===== src/rtl/uart_ctrl_pkg.sv =====
// Shared types and defaults for the UART transmit scheduler.
// State encoding, parameter defaults and a one-hot decode helper.
package uart_ctrl_pkg;

    typedef enum logic [2:0] {
        IDLE      = 3'd0,
        GRANT     = 3'd1,
        LOAD      = 3'd2,
        WAIT_DONE = 3'd3,
        WAIT_REQ  = 3'd4
    } state_e;

    localparam int          DEF_NREQ    = 4;
    localparam int          DEF_TO_W    = 20;
    localparam int unsigned DEF_TIMEOUT = 200000;

    function automatic int unsigned onehot_to_idx(input logic [7:0] oh);
        int unsigned idx;
        idx = 0;
        for (int i = 0; i < 8; i++) begin
            if (oh[i]) begin
                idx = i;
            end
        end
        return idx;
    endfunction

endpackage


===== src/rtl/rr_arbiter.sv =====
// Combinational round-robin pick: first set request at or above ptr,
// wrapping at NREQ.
module rr_arbiter #(
    parameter int NREQ  = 4,
    parameter int IDX_W = 2
) (
    input  logic [NREQ-1:0]  req,
    input  logic [IDX_W-1:0] ptr,
    output logic [NREQ-1:0]  gnt
);

    function automatic logic [NREQ-1:0] pick(
        input logic [NREQ-1:0]  r,
        input logic [IDX_W-1:0] p
    );
        logic [NREQ-1:0] g;
        int              idx;
        g = '0;
        // Walk offsets downward so the smallest offset from p wins.
        for (int k = NREQ - 1; k >= 0; k--) begin
            idx = (int'(p) + k) % NREQ;
            if (r[idx[IDX_W-1:0]]) begin
                g = '0;
                g[idx[IDX_W-1:0]] = 1'b1;
            end
        end
        return g;
    endfunction

    assign gnt = pick(req, ptr);

endmodule


===== src/rtl/uart_tx_scheduler.sv =====
// Round-robin packet scheduler sharing one UART transmitter among NREQ
// byte-stream requesters, with stall timeout supervision.
module uart_tx_scheduler
    import uart_ctrl_pkg::*;
#(
    parameter int              NREQ    = DEF_NREQ,
    parameter int              IDX_W   = $clog2(NREQ),
    parameter int              TO_W    = DEF_TO_W,
    parameter logic [TO_W-1:0] TIMEOUT = TO_W'(DEF_TIMEOUT)
) (
    input  logic              Clk,
    input  logic              Rst_n,
    input  logic [NREQ-1:0]   Req,
    input  logic [8*NREQ-1:0] ReqData,
    input  logic [NREQ-1:0]   ReqLast,
    output logic [NREQ-1:0]   Ack,
    output logic [NREQ-1:0]   Grant,
    output logic              TxStart,
    output logic [7:0]        TxData,
    input  logic              TxDone,
    output logic              Busy,
    output logic              TimeoutErr,
    output logic [IDX_W-1:0]  ErrIdx
);

    localparam logic [TO_W-1:0]  TO_LAST  = TIMEOUT - 1'b1;
    localparam logic [IDX_W-1:0] LAST_IDX = IDX_W'(NREQ - 1);

    state_e            state_q, state_d;
    logic [NREQ-1:0]   grant_q, grant_d;
    logic [NREQ-1:0]   ack_q, ack_d;
    logic              tx_start_q, tx_start_d;
    logic [7:0]        tx_data_q, tx_data_d;
    logic              last_q, last_d;
    logic [IDX_W-1:0]  ptr_q, ptr_d;
    logic [TO_W-1:0]   cnt_q, cnt_d;
    logic              to_err_q, to_err_d;
    logic [IDX_W-1:0]  err_idx_q, err_idx_d;

    logic [NREQ-1:0]   pick;
    logic [IDX_W-1:0]  owner;
    logic [IDX_W-1:0]  next_ptr;
    logic [TO_W-1:0]   cnt_inc;
    logic              req_g;

    rr_arbiter #(
        .NREQ  (NREQ),
        .IDX_W (IDX_W)
    ) u_arb (
        .req (Req),
        .ptr (ptr_q),
        .gnt (pick)
    );

    // Next-state and registered-output computation for the scheduler FSM.
    always_comb begin
        state_d    = state_q;
        grant_d    = grant_q;
        ack_d      = '0;
        tx_start_d = 1'b0;
        tx_data_d  = tx_data_q;
        last_d     = last_q;
        ptr_d      = ptr_q;
        cnt_d      = cnt_q;
        to_err_d   = 1'b0;
        err_idx_d  = err_idx_q;

        owner    = IDX_W'(onehot_to_idx(8'(grant_q)));
        next_ptr = (owner == LAST_IDX) ? '0 : owner + 1'b1;
        cnt_inc  = (cnt_q == '1) ? cnt_q : cnt_q + 1'b1;
        req_g    = |(Req & grant_q);

        unique case (state_q)
            IDLE: begin
                if (|Req) begin
                    grant_d = pick;
                    state_d = GRANT;
                end
            end
            GRANT: begin
                state_d = LOAD;
            end
            LOAD: begin
                for (int i = 0; i < NREQ; i++) begin
                    if (grant_q[i]) begin
                        tx_data_d = ReqData[8*i +: 8];
                    end
                end
                last_d     = |(ReqLast & grant_q);
                ack_d      = grant_q;
                tx_start_d = 1'b1;
                cnt_d      = '0;
                state_d    = WAIT_DONE;
            end
            WAIT_DONE: begin
                cnt_d = cnt_inc;
                if (TxDone) begin
                    if (last_q) begin
                        ptr_d   = next_ptr;
                        grant_d = '0;
                        state_d = IDLE;
                    end else if (req_g) begin
                        state_d = LOAD;
                    end else begin
                        cnt_d   = '0;
                        state_d = WAIT_REQ;
                    end
                end else if (cnt_inc >= TO_LAST) begin
                    to_err_d  = 1'b1;
                    err_idx_d = owner;
                    ptr_d     = next_ptr;
                    grant_d   = '0;
                    state_d   = IDLE;
                end
            end
            WAIT_REQ: begin
                cnt_d = cnt_inc;
                if (req_g) begin
                    state_d = LOAD;
                end else if (cnt_inc >= TO_LAST) begin
                    to_err_d  = 1'b1;
                    err_idx_d = owner;
                    ptr_d     = next_ptr;
                    grant_d   = '0;
                    state_d   = IDLE;
                end
            end
            default: begin
                grant_d = '0;
                state_d = IDLE;
            end
        endcase
    end

    // State and output registers; reset abandons any packet in flight.
    always_ff @(posedge Clk or negedge Rst_n) begin
        if (!Rst_n) begin
            state_q    <= IDLE;
            grant_q    <= '0;
            ack_q      <= '0;
            tx_start_q <= 1'b0;
            tx_data_q  <= '0;
            last_q     <= 1'b0;
            ptr_q      <= '0;
            cnt_q      <= '0;
            to_err_q   <= 1'b0;
            err_idx_q  <= '0;
        end else begin
            state_q    <= state_d;
            grant_q    <= grant_d;
            ack_q      <= ack_d;
            tx_start_q <= tx_start_d;
            tx_data_q  <= tx_data_d;
            last_q     <= last_d;
            ptr_q      <= ptr_d;
            cnt_q      <= cnt_d;
            to_err_q   <= to_err_d;
            err_idx_q  <= err_idx_d;
        end
    end

    assign Grant      = grant_q;
    assign Ack        = ack_q;
    assign TxStart    = tx_start_q;
    assign TxData     = tx_data_q;
    assign Busy       = (state_q != IDLE);
    assign TimeoutErr = to_err_q;
    assign ErrIdx     = err_idx_q;

endmodule

===== config.mk =====
export PLATFORM = sky130hd
export DESIGN_NAME = uart_tx_scheduler
export DESIGN_NICKNAME = d
export VERILOG_FILES = /design/src/rtl/uart_ctrl_pkg.sv /design/src/rtl/rr_arbiter.sv /design/src/rtl/uart_tx_scheduler.sv
export SDC_FILE = /design/constraint.sdc
export NUM_CORES = 1
export LEC_CHECK = 0
export CAP_MARGIN = 25
export CORE_MARGIN = 2
export CORE_UTILIZATION = 55
export CTS_CLUSTER_DIAMETER = 120
export DETAILED_ROUTE_END_ITERATION = 10
export DONT_BUFFER_PORTS = 1
export GPL_TIMING_DRIVEN = 0
export PLACE_DENSITY = 0.71
export SLEW_MARGIN = 0
export SYNTH_ARGS = -nofsm -noshare
export SYNTH_HDL_FRONTEND = slang
export SYNTH_HIERARCHICAL = 1
export SYNTH_SLANG_ARGS = --single-unit
export TNS_END_PERCENT = 1

===== constraint.sdc =====
create_clock -name Clk -period 7.47 [get_ports Clk]
set_input_delay 0.747 -clock Clk [delete_from_list [all_inputs] [get_ports Clk]]
set_output_delay 0.747 -clock Clk [all_outputs]
set_load 0.01 [all_outputs]

### After elaboration in Yosys (flattened, before gate mapping)

Index checks and enable logic that the tools add are counted.

* add/sub/neg operators: 5
* reduce and logical (&&, ||, !) cells: 17
* multiplexer cells: 61
* equal/unequal tests: 10
* multipliers: 0
* magnitude comparators: 9
* shifts and indexed selects: 0
* bitwise operators: 3
* div/mod/pow operators: 0

Operator list (number)
* $mux 20: 4
* $pmux 20 s3: 1
* $mux 4: 10
* $mux 8: 4
* $add 20x1->20 const B: 1
* $eq 20x20->1 const B: 1
* $ge 20x18->1 const B: 1
* $mux 2: 10
* $mux 3: 6
* $pmux 4 s4: 1
* $pmux 3 s5: 1
* $mux 1: 13
* $lt 2x3->1 const B: 4
* $reduce_or 4->1: 3
* $and 4x4->4: 2
* $bmux 1 s2: 4
* $demux 1 s2: 4
* $ge 2x1->1 const B: 4
* $pmux 2 s2: 2
* $eq 3x2->1 const B: 2
* $ne 2x2->1 const B: 3
* $reduce_and 3->1: 2
* $reduce_bool 3->1: 2
* $add 2x1->2 const B: 2
* other kinds (14): 18

* RAM bits: 0
* input port bits: 43
* ROM bits: 0
* flip-flop bits (word level): 46
* output and inout bits: 21
* latch bits: 0
* word-level logic and storage cells: 115
* memories: 0

### Depth between registers and ports, before layout

Gate-level depths: netlist of run 1.

* depth in word-level cells: 11
* mapped depth: 10
* depth with buffers taken out: 9

### By module

Netlist of run 1, hierarchy kept.

By module, submodules not included
* uart_tx_scheduler: instances 1, seq. area each 1151.1 µm², cells each 351, area each 2882.8 µm²
* rr_arbiter: instances 1, seq. area each 0.0 µm², cells each 47, area each 412.9 µm²

### Worst setup path before layout of run 1

Ideal clock, no wire load.

* path type: register -> register
* start: reg cnt_q[0]
* end: reg grant_q[0], in the netlist Grant[0]
* path slack: 4.805 ns
* period minus slack after synthesis: 2.665 ns
* library setup time: 0.121 ns
* buffers on the path: 1
* cell stages (with the launch flop): 11
* required time: 7.349 ns
* arrival: 2.545 ns
* cell sequence: dfrtp_1 ha_1 nand3_1 nor3_1 mux2_2 a31oi_1 a21oi_1 a31o_1 buf_6 a221o_2 a22o_1

* word-level cells in the longest chain between the ends: 6
* elaborated cells between the ends (all ways): 8
* those cells by class: add/sub: 1; order compare: 1; eq/ne: 1; mux: 5

Ends and longest elaborated chain
* start: declaration: line uart_tx_scheduler.sv:36 `logic [TO_W-1:0] cnt_q, cnt_d;`
* start signal: assignment: line uart_tx_scheduler.sv:156 `cnt_q <= cnt_d;`
* $add 20x1->20 / $eq 20x20->1 (equally long branches): line uart_tx_scheduler.sv:70 `cnt_inc = (cnt_q == '1) ? cnt_q : cnt_q + 1'b1;`
* $mux 20 (*): line uart_tx_scheduler.sv:70
* $ge 20x18->1 (*): line uart_tx_scheduler.sv:108, uart_tx_scheduler.sv:120
* $mux 4 (*)
* $mux 4 (on tied branches)
* $pmux 4 s4 (*)
* end signal: assignment: line uart_tx_scheduler.sv:150 `grant_q <= grant_d;`
* end: declaration: line uart_tx_scheduler.sv:30 `logic [NREQ-1:0] grant_q, grant_d;`

Mark *: on every way between the ends. The rest lies on a longest branch, timed or not. The select of a mux whose other input is x is not followed.
A chain may end at the register's enable or synchronous reset.

### Worst setup path in the final report of run 1

Same ends and word-level chain as after synthesis.

==> impl_metrics.ini, run 1 <==
[drt]
drcViolationCount = 0
ant_nets = 0
routed_via_density = 6.38
wl_per_cell_um = 17.8
wl_um = 8550
drtIter0Drc = 219
dr.pass1.iters = 5
vias = 3068

[synthesis]
post_synth_inst_count = 398
synthArstFlopShare_pct = 100
synth_area_leaders = dfrtp_1 (35%), a21oi_1 (7.1%), nor2_1 (5.9%)
netlist_area_mm2 = 0.00330
syn_avg_cell_area_um2 = 8.28
synth_edf_count = 0
ys_seq_area_share_pct = 34.9
synth-seq-cells = 46
synthDistinctLibCells = 61
syn-num-nets = 451
synth_top_cell_by_area = dfrtp_1
ys.flop_type = dfrtp_1
synth_top_cell_area_share_pct = 34.9
synth_warnings = 6

[floorplan]
design.portCount = 64
die-area_mm2 = 0.00663
core-area_mm2 = 0.00585
initial_utilization_pct = 56.3
die_h_um = 81.4
rows = 28
die_x_um = 81.4

[run_status]
outcome = complete, no violations

[flow_run]
cap_violations = 0

[layout]
final_common_cell = nor2_1
nFillCells = 538
fin_nets = 458
final_layout_size_suffix_gt1_share_pct = 9.85
finalNonFillerCells = 481
most-common-layout-cells = nor2_1 (52), a21oi_1 (47), dfrtp_1 (46)
area_growth_pct = 5.73
insertedDiodeCount = 0
fin_area_mm2 = 0.00348

[worst_setup_path]
end_kind = register
reg2reg_depth = 10
worstPathArrival_ns = 3.38
worstPathMaxFanout = 9
cp-start-kind = register
crit_type = register to register
required_ns = 7.67

[timing]
fin_ws_ns = 4.29
fin_tns_setup_ns = 0
max_freq_mhz = 314
final.period_utilization_pct = 42.6
maxSlewHeadroom_pct = 56.2
fin_skew_ns = 0.00978
drv_slew = 0
fin_crit_ns = 3.18
hold_viol = 0
tightest_slew_ns = 0.657
rsz0062_at_grt = no
setup_viol = 0

[placement]
post_dp_cell_area_mm2 = 0.00339
dpl_worst_slack_ns = 4.37
hpwlAfterDp_um = 6200
place_congestion = 0.960
port_buffers = 0
placed_cells = 473

[clock_network]
cts_tree = built
cts.sinks = 46
ctsHoldBuffers = 0
ctsResizeCount = 0
root_buffer = clkbuf_8
numCtsBuffers = 5
cts_buffer_depth = 2
cts.clk_slew.worst_paths_ns = 0.10
cts_max_level = 2
post-cts-setup-buffers = 0
clock_latency_ns = 0.31

[power_and_ir_drop]
p_leak_nw = 1.45
p_per_area_mw_per_mm2 = 348
total_power_mw = 1.21
ir_drop_mv = 0.186

[global_routing]
antenna_found_initial = 0
grt_max_degree = 47
grt-busiest-layer = met2
grt_use_met2_pct = 46.6
grt_use_met3_pct = 4.84
grt-ovfl-total = 0
grt_pass1_wl_um = 13900
grtUsageTotal_pct = 26.9
grt_pass1_vias = 2875
use_met1_pct = 35.0

[min_path]
hold_class = input pin to async pin
per-stage QoR:
step	util, %	hold slack, ns
floorplan	-	0.451
finish	59.6	0.115
detailed placement	57.9	0.452
CTS	59.6	0.107
global placement	57.9	0.453
global route	59.6	0.103
critical path: stages (launching register included):
cell and delay, ns:
dfrtp_1 0.48, ha_1 0.29, nand3_1 0.25, nor4_4 0.37, and3_2 0.27, mux2i_1 0.30, a211oi_1 0.12, a31o_1 0.23
buf_6 0.13, a221o_2 0.40, a22o_1 0.24
per-layer routing:
metal	vias to the layer above	share of wire, %
met2	109	50
met3	16	5.0
li1	1479	-
met4	0	1.6
met5	-	0
met1	1464	44
cells in the mapped netlist (10+ instances only):
cell type and count:
o21ai_0 27, inv_1 13, a31oi_1 10, a21oi_1 47
clkbuf_1 16, nand2_1 34, mux2i_1 13, dfrtp_1 46
nor2_1 52, nor3_1 12, nand3_1 10, ha_1 10
cell type report:
cell class / count / area, um^2 / share of cell area, %
multi-input cells: 314 / 1980 / 56.8
flip-flops and latches: 46 / 1150 / 33.0
plain buffers: 25 / 116 / 3.34
well taps: 75 / 93.8 / 2.69
clock buffers: 5 / 68.8 / 1.97
inverters: 13 / 48.8 / 1.40
clock inverters: 3 / 26.3 / 0.754
logic make-up after synthesis:
logic type                 after synthesis  synth area share [%]
AOI/OAI and AO/OA                      128                  24.0
xor gates and xnor gates                 2                 0.532
adders and majority gates               10                  3.80
buffers and inverters                   38                  5.01
DFF                                     46                  34.9
muxes                                   20                  7.82
and+or+nand+nor                        154                  24.0
state kept, by name, indices dropped and copies added, names as in the netlist:
| name | cells |
|---|---|
| Ack | 4 |
| ErrIdx | 2 |
| Grant | 4 |
| TimeoutErr | 1 |
| TxData | 8 |
| TxStart | 1 |
| cnt_q | 20 |
| last_q | 1 |
| ptr_q | 2 |
| state_q | 3 |
power by group:
part	switching, mW	internal [mW]	total [mW]
Combinational	0.411	0.247	0.658
Sequential	0.0787	0.306	0.385
Clock	0.0984	0.0697	0.168
path summary, 6_finish.rpt:
kind,from,end,slack (ns)
hold / removal,Rst_n,cnt_q[14]$_DFFE_PN0P_,0.11
hold reg to reg,state_q[0]$_DFFE_PN0N_,Ack[2]$_DFF_PN0_,0.57
min in group Clk,state_q[0]$_DFFE_PN0N_,Ack[2]$_DFF_PN0_,0.57
max in group asynchronous,Rst_n,ErrIdx[1]$_DFFE_PN0P_,7.24
setup / recovery,cnt_q[0]$_DFFE_PN0P_,Grant[0]$_DFFE_PN0P_,4.29
setup reg to reg,cnt_q[0]$_DFFE_PN0P_,Grant[0]$_DFFE_PN0P_,4.29
(Power assumes the default switching activity.)
==> run 2: changes to the inputs <==
==> constraint.sdc (replaced) <==
create_clock -name Clk -period 3.25 [get_ports Clk]
set_input_delay 0.325 -clock Clk [delete_from_list [all_inputs] [get_ports Clk]]
set_output_delay 0.325 -clock Clk [all_outputs]
set_load 0.01 [all_outputs]
==> impl_metrics.ini, run 2 (same netlist as run 1, synthesis figures left out) <==
[placement]
place_congestion = 0.960
port_buffers = 0
hpwlAfterDp_um = 6200
post_dp_cell_area_mm2 = 0.00339
dpl_worst_slack_ns = 0.152
placed_cells = 473

[timing]
drv_slew = 0
fin_crit_ns = 3.08
maxSlewHeadroom_pct = 55.5
fin_skew_ns = 0.0136
fin_tns_setup_ns = 0
max_freq_mhz = 325
whs_ns = 0.213
setup_viol = 0
rsz0062_at_grt = no
final.period_utilization_pct = 94.8
tightest_slew_ns = 0.667
fin_ws_ns = 0.169
hold_viol = 0

[drt]
highest_layer = met4
met3WireLength_um = 459
wl_um = 8650
met2WireLength_um = 4340
drcViolationCount = 0
vias = 3094
dr.pass1.iters = 4
ant_nets = 0
drtIter0Drc = 196
wl_met1_um = 3740
routed_via_density = 6.39
wl_per_cell_um = 17.9

[worst_setup_path]
end_kind = register
crit_type = register to register
required_ns = 3.45
worstPathArrival_ns = 3.28
cp-start-kind = register
cp-startpoint = cnt_q[1]$_DFFE_PN0P_
reg2reg_depth = 10
endpoint = Grant[0]$_DFFE_PN0P_
r2r-end = Grant[0]$_DFFE_PN0P_
worstPathMaxFanout = 9
rr_startpoint = cnt_q[1]$_DFFE_PN0P_
ff2ff_setup_slack_ns = 0.17

[global_routing]
antenna_found_initial = 0
grt_pass1_vias = 2894
grtUsageTotal_pct = 27.1
grt_max_degree = 47
grt-ovfl-total = 0
grt_pass1_wl_um = 14000

[clock_network]
clock_latency_ns = 0.32
root_buffer = clkbuf_8
cts_tree = built
cts_buffer_depth = 2
cts_max_level = 2
numCtsBuffers = 5
cts.clk_slew.worst_paths_ns = 0.11
cts.sinks = 46

[floorplan]
die-area_mm2 = 0.00663
rows = 28
die_h_um = 81.4
die_x_um = 81.4
core-area_mm2 = 0.00585
design.portCount = 64
initial_utilization_pct = 56.3

[layout]
utilization_pct = 60.5
nFillCells = 530
fin_nets = 461
insertedDiodeCount = 0
area_growth_pct = 7.37
fin_area_mm2 = 0.00354
top_register = cnt_q
finalNonFillerCells = 484
final_layout_size_suffix_gt1_share_pct = 11.0
final_common_cell = nor2_1
most-common-layout-cells = nor2_1 (52), a21oi_1 (47), dfrtp_1 (45)
largest_register_ffs = 20

[power_and_ir_drop]
ir_drop_mv = 0.432
total_power_mw = 2.81
sw_frac_of_total_pct = 48.7
clock_power_share_pct = 13.9
p_sw_mw = 1.37
p_comb_share_pct = 54.5
p_leak_nw = 1.47
p_per_area_mw_per_mm2 = 793
pwr-share-seq_pct = 31.6
internal_power_mw = 1.44

[min_path]
hold_class = input pin to register

[flow_run]
cap_violations = 0

[run_status]
outcome = complete, no violations
==> run 2: worst min path at each step <==
stage                           start                     to  slack [ns]  depth (start not counted)
after global routing      ReqData[30]  TxData[6]$_DFFE_PN0P_        0.24                          2
final                     ReqData[30]  TxData[6]$_DFFE_PN0P_        0.21                          2
after global placement          Rst_n  cnt_q[14]$_DFFE_PN0P_        0.03                          0
after detailed placement        Rst_n  cnt_q[14]$_DFFE_PN0P_        0.03                          0
after CTS                 ReqData[30]  TxData[6]$_DFFE_PN0P_        0.21                          2
after floorplan                 Rst_n       Ack[0]$_DFF_PN0_        0.03                          0
==> run 2: critical path, cell delays in order (launching register included) <==
cell,delay (ns)
dfrtp_1,0.46
ha_2,0.27
nand3_2,0.17
nor4_4,0.39
and3_2,0.27
mux2i_1,0.29
a211oi_1,0.11
a31o_1,0.23
buf_6,0.13
a221o_2,0.41
a22o_1,0.24
==> run 2: repair_timing <==
action,CTS,global route
hold buffers,2,0
setup endpoints to repair,0,8
resized for setup,0,3
hold endpoints to repair,46,0
setup buffers,0,1
==> run 2: layout make-up <==
type	instances	area [um^2]	area share, %
Inverter	13	48.8	1.38
Clock inverter	3	26.3	0.743
Sequential cell	46	1150	32.6
Multi-Input combinational cell	314	1990	56.2
Buffer	25	116	3.29
Tap cell	75	93.8	2.65
Timing Repair Buffer	3	45.0	1.27
Clock buffer	5	68.8	1.94
==> run 2: power groups by stage <==
stage / Clock [mW] / Combinational, mW / Sequential (mW)
2_1_floorplan: 0 / 1.15 / 0.846
3_3_place_gp: 0 / 1.44 / 0.893
3_5_place_dp: 0 / 1.47 / 0.896
4_1_cts: 0.399 / 1.51 / 0.885
5_1_grt: 0.417 / 1.71 / 0.908
6_report: 0.391 / 1.53 / 0.886
==> run 2: layer usage <==
metal	track usage [%]	vias up
met3	4.84	14
met4	6.44	0
li1	-	1484
met1	35.0	1483
met5	0	-
met2	47.1	113
==> run 3: changes to the inputs <==
--- a/config.mk
+++ b/config.mk
@@ -5,6 +5,7 @@
 export SDC_FILE = /design/constraint.sdc
 export NUM_CORES = 1
 export LEC_CHECK = 0
+export ABC_AREA = 1
 export CAP_MARGIN = 25
 export CORE_MARGIN = 2
 export CORE_UTILIZATION = 55
==> impl_metrics.ini, run 3 <==
[synthesis]
synth_compound_area_share_pct = 13.6
post_synth_inst_count = 518
synth_xor_area_share_pct = 1.02
synth_most_common_cell = nand2_1
netlist_area_mm2 = 0.00344
synth_top_family_by_area = simple AND/OR/NAND/NOR gates
synth_top_cell_area_share_pct = 33.4
synth_warnings = 6
synthDistinctLibCells = 31
synth_adder_area_share_pct = 3.63
syn-num-nets = 571
ys_seq_area_share_pct = 33.4
synth_commonest_cells = nand2_1 (138), nor2_1 (75), inv_1 (71)
synth_top_cell_by_area = dfrtp_1
ys.flop_type = dfrtp_1
synth_area_leaders = dfrtp_1 (33%), nand2_1 (15%), nor2_1 (8.2%)
synth_simple_gate_area_share_pct = 38.3
synthArstFlopShare_pct = 100
muxShareOfSynthArea_pct = 0
synth-seq-cells = 46
synth_edf_count = 0
syn_avg_cell_area_um2 = 6.65

[worst_setup_path]
crit_type = register to register
worstPathMaxFanout = 7
ff2ff_setup_slack_ns = 0.41
endpoint = ErrIdx[0]$_DFFE_PN0P_
r2r-end = ErrIdx[0]$_DFFE_PN0P_
rr_startpoint = cnt_q[0]$_DFFE_PN0P_
worstPathArrival_ns = 3.03
cp-startpoint = cnt_q[0]$_DFFE_PN0P_
cp-start-kind = register
end_kind = register
required_ns = 3.44
reg2reg_depth = 16

[global_routing]
grt_max_degree = 47
grt_pass1_vias = 3206
grt-ovfl-total = 0
antenna_found_initial = 0
grtUsageTotal_pct = 26.0
grt_pass1_wl_um = 15000

[power_and_ir_drop]
p_sw_mw = 1.22
p_comb_share_pct = 51.4
pwr-share-seq_pct = 34.0
ir_drop_mv = 0.478
p_per_area_mw_per_mm2 = 668
internal_power_mw = 1.23
p_leak_nw = 1.74
sw_frac_of_total_pct = 49.7
clock_power_share_pct = 14.6

[drt]
drtIter0Drc = 188
drcViolationCount = 0
dr.pass1.iters = 5
ant_nets = 0
vias = 3342
wl_per_cell_um = 14.5
wl_um = 8750
routed_via_density = 5.54

[placement]
hpwlAfterDp_um = 6600
place_congestion = 0.974
post_dp_cell_area_mm2 = 0.00354
placed_cells = 593
port_buffers = 0
dpl_worst_slack_ns = 0.461

[layout]
largest_register_ffs = 20
fin_area_mm2 = 0.00366
utilization_pct = 61.1
finalNonFillerCells = 603
final_common_cell = nand2_1
top_register = cnt_q
area_growth_pct = 6.32
fin_nets = 580
insertedDiodeCount = 0
most-common-layout-cells = nand2_1 (138), nor2_1 (75), inv_1 (71)
final_layout_size_suffix_gt1_share_pct = 7.01

[floorplan]
die_h_um = 83.1
die-area_mm2 = 0.00691
initial_utilization_pct = 57.5
core-area_mm2 = 0.00599
die_x_um = 83.1
rows = 28
design.portCount = 64

[clock_network]
root_buffer = clkbuf_8
cts_max_level = 2
clock_latency_ns = 0.30
cts.sinks = 46
numCtsBuffers = 5
cts_buffer_depth = 2
ctsResizeCount = 0
cts.clk_slew.worst_paths_ns = 0.10
cts_tree = built

[min_path]
hold_class = input pin to register

[timing]
fin_skew_ns = 0.0104
setup_viol = 0
final.period_utilization_pct = 87.4
drv_slew = 0
rsz0062_at_grt = no
max_freq_mhz = 352
fin_tns_setup_ns = 0
maxSlewHeadroom_pct = 55.8
hold_viol = 0
tightest_slew_ns = 0.659
fin_crit_ns = 2.84
fin_ws_ns = 0.408

[flow_run]
cap_violations = 0

[run_status]
outcome = complete, no violations
[run 3: worst min-delay path by stage]
| stage | startpoint | endpoint | slack [ns] | depth (start not counted) |
|---|---|---|---|---|
| detailed placement | Rst_n | cnt_q[1]$_DFFE_PN0P_ | 0.03 | 0 |
| floorplan | Rst_n | Ack[0]$_DFF_PN0_ | 0.03 | 0 |
| finish | TxDone | state_q[2]$_DFFE_PN0N_ | 0.25 | 2 |
| global route | ReqData[16] | TxData[0]$_DFFE_PN0P_ | 0.27 | 2 |
| global placement | Rst_n | cnt_q[1]$_DFFE_PN0P_ | 0.03 | 0 |
| CTS | TxDone | state_q[2]$_DFFE_PN0N_ | 0.24 | 2 |
[run 3: worst max-delay path, cell delays in order, from the launching register on]
cell and delay (ns):
dfrtp_1 0.45, ha_1 0.36, nand3_1 0.16, nor2_1 0.35, nand3_1 0.12, nand2_1 0.10, nand2_1 0.05, nor2_1 0.11
nand2_1 0.07, nor2_1 0.14, nand2_1 0.08, o21ai_2 0.31, nand2_4 0.13, o21ai_2 0.14, inv_2 0.06, nand2_1 0.06
nand2_1 0.05
[run 3: metal layers]
metal | wire (um) | share of wire, % | global-route usage [%]
met5 | 0 | 0 | 0
met4 | 122 | 1.4 | 6.86
met3 | 431 | 4.9 | 3.68
met2 | 4540 | 52 | 46.9
met1 | 3650 | 42 | 32.5
[run 3: kinds of logic (layout without fill, tap and decap cells)]
kind of cell             after synthesis  after routing
AO/OA/AOI/OAI                         76             76
XOR/XNOR                               4              4
buffers and inverters                 88             98
adder cells (fa/ha/maj)               10             10
flip-flops                            46             46
AND/OR/NAND/NOR                      294            294
[run 3: stage by stage]
step / power, mW / hold slack [ns]
floorplan: 1.78 / 0.0294
global placement: 2.03 / 0.0304
detailed placement: 2.07 / 0.0305
CTS: 2.44 / 0.239
global route: 2.68 / 0.270
finish: 2.45 / 0.255
[run 3: cell type report]
class                   instances  area (um^2)
plain buffers                  10         52.6
repair buffers                  2         37.5
multi-input cells             384         1950
well taps                      75         93.8
clock buffers                   6         72.6
inverters                      78          293
fillers                       591         2330
flip-flops and latches         46         1150
clock inverters                 2         13.8
[run 3: timing repair]
item / CTS / global route
hold buffers: 2 / 0
setup buffers: 0 / 0
hold endpoints to repair: 46 / 0
[run 3: power by group through the flow]
stage          Combinational, mW  Sequential [mW]  Clock (mW)
6_report                    1.26            0.832       0.358
5_1_grt                     1.44            0.848       0.391
4_1_cts                     1.25            0.833       0.363
3_5_place_dp                1.23            0.842           0
3_3_place_gp                1.19            0.842           0
2_1_floorplan              0.974            0.804           0
